## src/rtl/if_fetch_unit_pkg.sv

```systemverilog
// Shared types and constants for the instruction-fetch stage.
package if_fetch_unit_pkg;

  localparam int unsigned INSTR_W = 32;
  localparam int unsigned ADDR_W  = 32;

  localparam logic [INSTR_W-1:0] NOP_INSTR = '0;

  typedef enum logic [1:0] {
    IDLE  = 2'd0,
    RUN   = 2'd1,
    DRAIN = 2'd2
  } fetch_state_t;

  typedef struct packed {
    logic [ADDR_W-1:0]  pc4;
    logic [INSTR_W-1:0] instr;
  } fetch_entry_t;

endpackage

```

## src/rtl/if_fetch_unit_fetch_fifo.sv

```systemverilog
// Prefetch FIFO of {pc+4, instr} entries; head is read straight from storage registers.
module fetch_fifo
  import if_fetch_unit_pkg::*;
#(
  parameter int unsigned DEPTH = 2
) (
  input  logic                   clk,
  input  logic                   rst,
  input  logic                   push,
  input  logic                   pop,
  input  logic                   flush,
  input  fetch_entry_t           wdata,
  output fetch_entry_t           head,
  output logic                   head_valid,
  output logic [$clog2(DEPTH):0] count
);

  localparam int unsigned PW = $clog2(DEPTH);

  fetch_entry_t    mem [DEPTH];
  logic [PW-1:0]   wr_ptr;
  logic [PW-1:0]   rd_ptr;

  always_ff @(posedge clk) begin
    if (push) begin
      mem[wr_ptr] <= wdata;
    end
  end

  always_ff @(posedge clk) begin
    if (rst || flush) begin
      wr_ptr <= '0;
      rd_ptr <= '0;
      count  <= '0;
    end else begin
      if (push) wr_ptr <= wr_ptr + 1'b1;
      if (pop)  rd_ptr <= rd_ptr + 1'b1;
      case ({push, pop})
        2'b10:   count <= count + 1'b1;
        2'b01:   count <= count - 1'b1;
        default: count <= count;
      endcase
    end
  end

  assign head       = mem[rd_ptr];
  assign head_valid = (count != '0);

endmodule

```

## src/rtl/if_fetch_unit.sv

```systemverilog
// Instruction-fetch stage: fetch PC, single-outstanding imem request, prefetch FIFO, bubble mux.
module if_fetch_unit
  import if_fetch_unit_pkg::*;
#(
  parameter logic [31:0] RESET_PC = 32'h0000_0000,
  parameter int unsigned DEPTH    = 2
) (
  input  logic        clk_i,
  input  logic        rst_i,
  input  logic        hazard_i,
  input  logic        branch_i,
  input  logic [31:0] branch_addr_i,
  output logic        imem_req_o,
  output logic [31:0] imem_addr_o,
  input  logic        imem_ack_i,
  input  logic [31:0] imem_data_i,
  output logic        valid_o,
  output logic [31:0] pc_o,
  output logic [31:0] instr_o
);

  localparam int unsigned CW = $clog2(DEPTH) + 1;

  fetch_state_t       state;
  logic [ADDR_W-1:0]  fetch_pc;
  logic [ADDR_W-1:0]  drain_addr;
  logic [ADDR_W-1:0]  target;
  logic [CW-1:0]      count;
  logic               accept;
  logic               push;
  logic               pop;
  logic               head_valid;
  fetch_entry_t       head;
  fetch_entry_t       wdata;

  assign target = branch_addr_i & ~32'h3;

  // Request depends only on registered state, so hazard_i never reaches imem_req_o.
  assign imem_req_o  = (state == DRAIN) || ((state == RUN) && (count < CW'(DEPTH)));
  assign imem_addr_o = (state == DRAIN) ? drain_addr : fetch_pc;

  assign accept = imem_req_o && imem_ack_i;
  assign push   = accept && (state == RUN) && !branch_i;
  assign pop    = head_valid && !hazard_i && !branch_i;

  assign wdata.pc4   = fetch_pc + 32'd4;
  assign wdata.instr = imem_data_i;

  always_ff @(posedge clk_i) begin
    if (rst_i) begin
      state      <= IDLE;
      fetch_pc   <= RESET_PC;
      drain_addr <= '0;
    end else begin
      case (state)
        IDLE: begin
          state <= RUN;
          if (branch_i) fetch_pc <= target;
        end
        RUN: begin
          if (branch_i) begin
            fetch_pc <= target;
            // A request still in flight must complete at its old address before refetching.
            if (imem_req_o && !imem_ack_i) begin
              state      <= DRAIN;
              drain_addr <= fetch_pc;
            end
          end else if (accept) begin
            fetch_pc <= fetch_pc + 32'd4;
          end
        end
        DRAIN: begin
          if (imem_ack_i) state <= RUN;
          if (branch_i) fetch_pc <= target;
        end
        default: state <= IDLE;
      endcase
    end
  end

  fetch_fifo #(
    .DEPTH(DEPTH)
  ) u_fifo (
    .clk        (clk_i),
    .rst        (rst_i),
    .push       (push),
    .pop        (pop),
    .flush      (branch_i),
    .wdata      (wdata),
    .head       (head),
    .head_valid (head_valid),
    .count      (count)
  );

  assign valid_o = head_valid;
  assign pc_o    = head_valid ? head.pc4   : '0;
  assign instr_o = head_valid ? head.instr : NOP_INSTR;

endmodule
```

## config.mk

```make
export PLATFORM = sky130hd
export DESIGN_NAME = if_fetch_unit
export DESIGN_NICKNAME = d
export VERILOG_FILES = /design/src/rtl/if_fetch_unit_pkg.sv /design/src/rtl/if_fetch_unit_fetch_fifo.sv /design/src/rtl/if_fetch_unit.sv
export SDC_FILE = /design/constraint.sdc
export NUM_CORES = 1
export LEC_CHECK = 0
export ABC_AREA = 1
export CORE_MARGIN = 2
export CORE_UTILIZATION = 60
export DETAILED_ROUTE_END_ITERATION = 10
export DONT_BUFFER_PORTS = 1
export MAX_ROUTING_LAYER = met4
export PLACE_DENSITY = 0.76
export SLEW_MARGIN = 30
export SYNTH_ARGS = -nofsm -noshare
export SYNTH_HDL_FRONTEND = slang
export SYNTH_HIERARCHICAL = 1
export SYNTH_SLANG_ARGS = --single-unit
```

## constraint.sdc

```tcl
create_clock -name clk_i -period 5.6 [get_ports clk_i]
set_input_delay 1.12 -clock clk_i [delete_from_list [all_inputs] [get_ports clk_i]]
set_output_delay 1.12 -clock clk_i [all_outputs]
set_load 0.05 [all_outputs]
```

==> results.md, run 1 <==
Cells and area:
- Across the whole layout, storage elements account for 5190 sq um.
- The final core utilization is 65.3%.
- Summing all multi-input logic gate instances after layout gives 3500 sq um.
- The finished layout holds 1135 standard cells, fillers aside.
- The area growth from synthesis to final layout is 6.68%.
- For this run, the post-layout net count is 1005.
- The repair_antennas step left the layout with diodes totalling 0.
- The filler cells instantiated in the layout total 1206.
- Of the cells placed in the final design, the portion with a size suffix greater than 1 is 14.0%.

Clocking:
- The clock tree from TritonCTS is yes.
- The number of buffers added by the clock tree synthesis step is 17.
- The clock-pin slew on the worst setup and hold paths is 0.06 ns.
- Clock tree synthesis found a total of 195 sinks.
- Gates resized during post-CTS repair numbered 0.
- The clock reaches the later pin of the worst-skew pair after 0.43 ns.
- Post-CTS timing repair inserted 0 buffers for setup.
- CTS placed an instance of sky130_fd_sc_hd__clkbuf_16 at the clock tree root.
- The depth of the CTS H-tree is 4.
- For this design, the CTS-stage hold fixing added 0 buffers.
- Counting along the longest clock path gives a buffer depth of 2.

STA:
- The max-slew violation count is 0.
- The clock skew is 0.0113 ns.
- Setup violations remaining at the end of the flow were counted as 0.
- The post-route clock period utilization is 64.1%.
- The total count of hold-check failures in the final report is 0.
- The achievable clock frequency is 279 MHz.
- Counting I/O delays and the setup requirement, the final critical path takes 3.59 ns.
- Setup repair after global routing left no endpoint under its margin.
- Adding up every negative setup slack in the final design gives 0 ns.
- The worst setup slack after layout is 2.01 ns.
- For the pin with the worst max-slew slack, the measured transition is 0.995 ns.
- In this run the tightest slew margin relative to its limit is 33.2%.

Floorplan:
- The die area is 16500 sq um.
- The number of primary I/O pins is 167.
- The total core area is 15200 sq um.
- The die is 129 um wide.
- The floorplan step set the die height to 129 um.
- The floorplan has 45 rows.
- For this configuration, the core starts out at a cell density of 61.3%.

Setup path:
- In this run the worst path has a maximum fanout of 36.
- The capturing point of the worst reg2reg path is u_fifo/mem[1][42]$_DFFE_PP_.
- The length in cells of the worst reg-to-reg path is 7.
- The critical path starts at u_fifo/count[1]$_SDFFE_PP0P_.
- In this run the register-to-register setup slack is 3.11 ns.
- For the worst setup path, the data required time is 4.48 ns.
- By startpoint and endpoint, the worst setup path is classified as reg2out.
- The startpoint identified for the worst register-to-register timing path is state[0]$_SDFFE_PP0P_.
- The arrival time of data at the critical path endpoint is 2.47 ns.
- The kind of start point of the critical path is a flip-flop.
- The critical path capture point type is an output port.

Global route:
- The total overflow left after global routing is 0.
- The initial antenna violation count came to 0.
- Global routing used 23.0% of the available tracks.
- Entering global routing, the biggest net connects 65 pins.
- The first global-routing pass estimated 28.2 mm of wire.
- The number of global-route vias before repair was 5680.

Logic synthesis:
- Sequential cells were found to cover 55.7% of the synthesized design area.
- The synthesized area per cell is 9.82 sq um.
- During synthesis, Yosys emitted a total of 6 warnings.
- In this run the cell area of the synthesized design comes to 9310 sq um.
- The number of flip-flops and latches in the synthesized netlist is 195.
- Synthesis handed over a netlist of 948 instances.
- Counting distinct cell types in the post-synthesis netlist gives 33.

Min path:
- The worst hold path passes through 2 cells.
- The start point of the worst hold path is u_fifo/count[0]$_SDFFE_PP0P_.
- For hold timing, the worst endpoint is u_fifo/count[0]$_SDFFE_PP0P_.
- The type of the tightest min-delay check is reg2reg.

Routing:
- The violation count after the first detailed-routing iteration is 481.
- The per-cell routed wire length is 16.2 um.
- The routed wire length is 18.4 mm.
- The detailed-routing iteration count for the pre-antenna-repair pass is 5.
- For this block, the via count after detailed routing is 6158.
- Dividing the detail-routed via count by the number of cells gives 5.43.
- In the routed design, unresolved DRC markers number 0.
- The number of nets with antenna violations after routing is 0.

Power and ir drop:
- The maximum VDD drop is 204 uV.
- The final total power is 0.00311 W.
- The power per cell area is 313 nW/um^2.
- For this design the static power due to leakage is 4.18 nW.

Place:
- OpenSTA, run right after detailed placement, puts the worst setup slack at 2.43 ns.
- Counting tap cells, the placed design contains a total of 1103 instances.
- The half-perimeter wire length of the detailed placement result is 12.7 mm.
- At the end of routability-driven placement, the weighted congestion stood at 0.890.
- In this run the tool buffered the top-level ports with 0 buffer cells.

Status:
- The flow ran to the end, and the final reports show no timing, DRC or antenna violations.

Job:
- Across the run, the number of max-cap violations was 0.
[through the flow]
step	area (sq um)	hold WS, ns
after floorplan	9330	0.455
after global placement	9340	0.464
after detailed placement	9340	0.474
after CTS	9930	0.490
after global routing	9930	0.500
final	9930	0.485
[sequential cells by signal, summed over array words and instances (netlist names), named ones only]
| name | count |
|---|---|
| state | 2 |
| drain_addr | 30 |
| u_fifo/count | 2 |
| u_fifo/wr_ptr | 1 |
| u_fifo/mem | 128 |
| u_fifo/rd_ptr | 1 |
| fetch_pc | 30 |
[power by group]
part	switching, W	internal [W]	total [W]
clock network	0.000503	0.000687	0.00119
registers	0.0000431	0.00158	0.00163
logic	0.000226	0.0000693	0.000295
[cells in the final DEF, fill, tap and decap left out, types with 3 or more instances in the layout]
| cell | instances |
|---|---|
| sky130_fd_sc_hd__clkbuf_1 | 4 |
| sky130_fd_sc_hd__a21oi_1 | 58 |
| sky130_fd_sc_hd__xnor2_1 | 3 |
| sky130_fd_sc_hd__nand2_1 | 269 |
| sky130_fd_sc_hd__xor2_1 | 7 |
| sky130_fd_sc_hd__nand3_1 | 8 |
| sky130_fd_sc_hd__nand3b_1 | 8 |
| sky130_fd_sc_hd__o21ai_1 | 10 |
| sky130_fd_sc_hd__nand2_2 | 5 |
| sky130_fd_sc_hd__o21ai_0 | 58 |
| sky130_fd_sc_hd__inv_1 | 94 |
| sky130_fd_sc_hd__inv_2 | 3 |
| sky130_fd_sc_hd__edfxtp_1 | 128 |
| sky130_fd_sc_hd__xor2_2 | 6 |
| sky130_fd_sc_hd__dfxtp_1 | 66 |
| sky130_fd_sc_hd__mux2_4 | 60 |
| sky130_fd_sc_hd__nor2_4 | 10 |
| sky130_fd_sc_hd__mux2_2 | 4 |
| sky130_fd_sc_hd__nor2_1 | 85 |
| sky130_fd_sc_hd__nor2_2 | 5 |
| sky130_fd_sc_hd__clkbuf_16 | 21 |
| sky130_fd_sc_hd__conb_1 | 6 |
| sky130_fd_sc_hd__nor3_1 | 3 |
| sky130_fd_sc_hd__buf_4 | 7 |
[worst max-delay path, cell delays in order, from the launching register on]
cell	delay (ns)
sky130_fd_sc_hd__dfxtp_1	0.36
sky130_fd_sc_hd__inv_1	0.07
sky130_fd_sc_hd__nand2_2	0.62
sky130_fd_sc_hd__buf_4	0.47
sky130_fd_sc_hd__nand2_1	0.13
sky130_fd_sc_hd__inv_1	0.35
[per-layer routing]
| layer | GRT usage [%] | vias to the layer above | wire, um |
|---|---|---|---|
| met4 | 7.93 | 0 | 308 |
| met3 | 5.95 | 25 | 1310 |
| li1 | - | 3046 | - |
| met2 | 35.5 | 197 | 8480 |
| met1 | 29.9 | 2890 | 8290 |
| met5 | - | - | 0 |
[layout make-up]
type	instances	share of cell area [%]
clock buffer	26	5.58
sequential	195	52.2
multi-input combinational	616	35.2
clock inverter	6	0.390
tap	188	2.37
timing repair buffer	7	0.529
inverter	97	3.66
[synth_stat cells]
cell type,number,area [sq um]
sky130_fd_sc_hd__nor2_2,4,25.0
sky130_fd_sc_hd__inv_1,97,364
sky130_fd_sc_hd__nor2_4,9,101
sky130_fd_sc_hd__buf_2,10,50.1
sky130_fd_sc_hd__nand2_2,4,25.0
sky130_fd_sc_hd__mux2_4,60,901
sky130_fd_sc_hd__xnor2_1,3,26.3
sky130_fd_sc_hd__nor3_2,1,10.0
sky130_fd_sc_hd__conb_1,1,3.75
sky130_fd_sc_hd__buf_12,6,120
sky130_fd_sc_hd__nand3b_1,8,60.1
sky130_fd_sc_hd__xor2_1,7,61.3
sky130_fd_sc_hd__or2_2,2,12.5
sky130_fd_sc_hd__buf_6,1,11.3
sky130_fd_sc_hd__edfxtp_1,128,3840
sky130_fd_sc_hd__nand2_1,270,1010
sky130_fd_sc_hd__clkbuf_1,22,82.6
sky130_fd_sc_hd__xor2_2,6,97.6
sky130_fd_sc_hd__nor3_1,3,15.0
sky130_fd_sc_hd__mux2i_1,2,20.0
sky130_fd_sc_hd__buf_1,4,15.0
sky130_fd_sc_hd__nand2_4,1,11.3
sky130_fd_sc_hd__mux2_2,4,45.0
sky130_fd_sc_hd__a21oi_1,58,290
sky130_fd_sc_hd__nand3_1,8,40.0
sky130_fd_sc_hd__buf_4,2,15.0
sky130_fd_sc_hd__nor2_1,87,327
sky130_fd_sc_hd__ha_1,2,25.0
sky130_fd_sc_hd__o21ai_1,1,5.00
sky130_fd_sc_hd__nand4_1,1,6.26
sky130_fd_sc_hd__o21ai_0,67,335
sky130_fd_sc_hd__and2_1,2,12.5
sky130_fd_sc_hd__dfxtp_1,67,1340
[logic make-up after synthesis]
logic type / share of synthesized area (%)
xor+xnor: 1.99
mux: 10.4
fa+ha+maj: 0.269
buf+inv: 7.07
flops: 55.7
other cells: 0.0403
compound gates: 6.77
simple gates: 17.8
[worst max path at each step]
stage	endpoint	slack, ns	depth (start not counted)
finish	instr_o[15]	2.01	5
floorplan	u_fifo/mem[0][0]$_DFFE_PP_	1.04	4
global placement	pc_o[7]	2.44	4
CTS	instr_o[15]	1.96	4
global route	instr_o[15]	1.86	5
detailed placement	instr_o[15]	2.43	4
Power figures use the tool's default switching activity.
==> run 2, diff against run 1 <==
- CORE_UTILIZATION: 60 -> 58
- clock period: 5.6 -> 3.3 ns (I/O delays scaled with it)
==> run 2 against run 1 <==
Against the previous run:
- first-iteration DRC count shrank 20%
- sequential power up 69%
- final cell count grew 3.2%
- global-route usage down 0.29 points
- core utilization decreased by 1.4 points
- routed wire length rose by 1.5%
- flip-flop and latch count did not move
- combinational power grew 71%
- hold slack got worse by 0.20 ns
==> results.md, run 2 (synthesis gave the netlist of run 1 again) <==
Status:
- The flow ran to the end, and the final reports show no timing, DRC or antenna violations.

Cells and area:
- u_fifo/mem holds more flip-flops than any other register.
- In the final layout, the share of cells above drive strength 1 is 15.1%.
- The number of antenna diodes in the final layout is 0.
- The multi-input combinational cell area is 3500 sq um.
- The number of nets at the end of the flow is 1013.
- The filler cells instantiated in the layout total 1252.
- In the layout the commonest cells are 269 x sky130_fd_sc_hd__nand2_1, 128 x sky130_fd_sc_hd__edfxtp_1, 95 x sky130_fd_sc_hd__inv_1.
- The leading cell type in the layout, fill and taps excluded is sky130_fd_sc_hd__nand2_1.
- The sequential cells in the finished layout cover a total of 5190 sq um.
- The count of cells in the finished layout, fillers not included, comes to 1171.
- The flip-flop count of the largest register after layout is 128.
- The area growth from synthesis to final layout is 8.36%.
- The largest registers in the layout are u_fifo/mem (128), drain_addr (30), fetch_pc (30).
- After routing the design area is 10100 sq um.

Global route:
- The number of global-route vias before repair came to 5643.
- The largest net degree at the start of global routing is 65.
- The first global-routing pass estimated 28.6 mm of wire.
- The initial antenna violation count was 0.
- The total grt overflow is 0.
- In the global route stage, overall resource usage came out at 22.7%.

Floorplan:
- The die area is 17100 sq um.
- The chip height is 131 um.
- The total core area is 15800 sq um.
- 167 I/O pins were placed.
- The width of the chip is 131 um.
- The row count is 46.
- The initial core utilization is 59.1%.

STA:
- For the pin with the worst max-slew slack, the measured transition is 0.993 ns.
- After layout, the minimum clock period comes to 3.07 ns.
- The total count of hold-check failures in the final report is 0.
- In the finished design, the share of the clock period the worst path needs comes to 92.9%.
- Clock skew on the completed layout was measured at 0.0127 ns.
- Measured against its own limit, the worst slew margin works out to 33.4%.
- Setup repair after global routing left no endpoint under its margin.
- Static timing analysis puts the maximum clock frequency at 326 MHz.
- The max-slew violation count is 0.
- The post-route setup TNS is 0 ns.
- Setup violations remaining at the end of the flow were counted as 0.
- Final hold analysis gives a worst-case slack of 0.288 ns.

Place:
- The number of buffer cells added on primary ports is 0.
- The half-perimeter wire length of the detailed placement result is 13.1 mm.
- The cell count after placement is 1139.
- In this run the cell area measured after placement is 9490 sq um.
- The congestion estimate from routability-driven global placement came to 0.893.

Job:
- The total of max-cap violations is 0.

Clocking:
- In this run, CTS created clock tree buffers numbering 17.
- CTS saw 195 sinks.
- The root buffer cell is sky130_fd_sc_hd__clkbuf_16.
- The number of buffers on the longest clock path is 2.
- Once the clock tree was built, the resizer swapped 0 gates to a different size.
- The clock reaches the later pin of the worst-skew pair after 0.44 ns.
- In this run, post-CTS hold repair placed 0 buffers.
- Post-CTS timing repair inserted 0 buffers for setup.
- The clock-pin slew on the worst setup and hold paths is 0.07 ns.
- TritonCTS built the clock tree.
- The clock tree synthesis step divided the H-tree into 4 levels.

Power and ir drop:
- The maximum VDD drop is 374 uV.
- Power spread over the standard cell area amounts to 528 nW/um^2.
- In this run the static leakage power is 4.24 nW.

Setup path:
- STA puts the critical path data required time at 2.64 ns.
- In this design, the stage delay of the slowest critical-path cell is 0.53 ns.
- For this design, the slowest cell found on the critical path is sky130_fd_sc_hd__nor2_2.
- The type of the setup path with the least slack is reg2out.
- STA classifies the critical path startpoint as a flip-flop.
- In this run the worst path has a maximum fanout of 22.
- The arrival time of data at the critical path endpoint is 2.41 ns.
- Traced cell by cell, the critical path runs through inv_1 > nor2_2 > inv_1 > nand2_1 > nand2_1.
- The worst setup path is captured at an output port.

Routing:
- The number of nets with antenna violations after routing is 0.
- In this run, the number of DRC markers left after iteration 0 of detailed routing was 384.
- Detailed routing inserted a total of 6119 vias.
- The number of vias per cell is 5.23.
- The per-cell routed wire length is 15.9 um.
- The number of DRC violations after detailed routing is 0.
- The routed wire length is 18.7 mm.
- The detailed-routing iteration count for the pre-antenna-repair pass is 4.

Min path:
- The tightest min-delay check is of the in2reg type.
-- run 2: routing by layer --
layer,GRT usage (%),vias up,wire length (um)
li1,-,3064,-
met5,-,-,0
met2,35.1,185,8730
met1,29.6,2852,8390
met3,5.54,18,1300
met4,7.95,0,240
-- run 2: path summary, 6_finish.rpt --
check | start | end | slack (ns) | cells past startpoint
worst min register to register | u_fifo/count[0]$_SDFFE_PP0P_ | u_fifo/count[0]$_SDFFE_PP0P_ | 0.49 | 2
worst max register to register | u_fifo/count[1]$_SDFFE_PP0P_ | u_fifo/count[1]$_SDFFE_PP0P_ | 1.17 | 9
worst min-delay path | rst_i | state[1]$_SDFFE_PP0P_ | 0.29 | 1
worst max-delay path | state[1]$_SDFFE_PP0P_ | imem_addr_o[12] | 0.23 | 5
-- run 2: final cells by class --
type | instances | share of cell area [%]
Inverter | 97 | 3.61
Tap cell | 216 | 2.68
Clock buffer | 19 | 4.71
Sequential cell | 195 | 51.4
Timing Repair Buffer | 15 | 1.61
Clock inverter | 13 | 1.28
Multi-Input combinational cell | 616 | 34.7
-- run 2: stage by stage --
step | setup WS (ns) | total power [W] | util [%]
6_report | 0.235 | 0.00532 | 64.0
5_1_grt | 0.0186 | 0.00549 | 64.0
4_1_cts | 0.209 | 0.00536 | 64.0
3_5_place_dp | 0.690 | 0.00331 | 60.2
3_3_place_gp | 0.676 | 0.00330 | 60.2
2_1_floorplan | 0.271 | 0.00322 | -
-- run 2: report_power, final --
part | switching, W | internal (W)
sequential | 0.0000753 | 0.00269
clock | 0.000963 | 0.00110
combinational | 0.000381 | 0.000122
-- run 2: worst max-delay path, delay by kind of cell, from the launching register on --
kind	cells	cell delay, ns
and+or+nand+nor	3	1.01
buffers and inverters	2	0.59
DFF	1	0.36
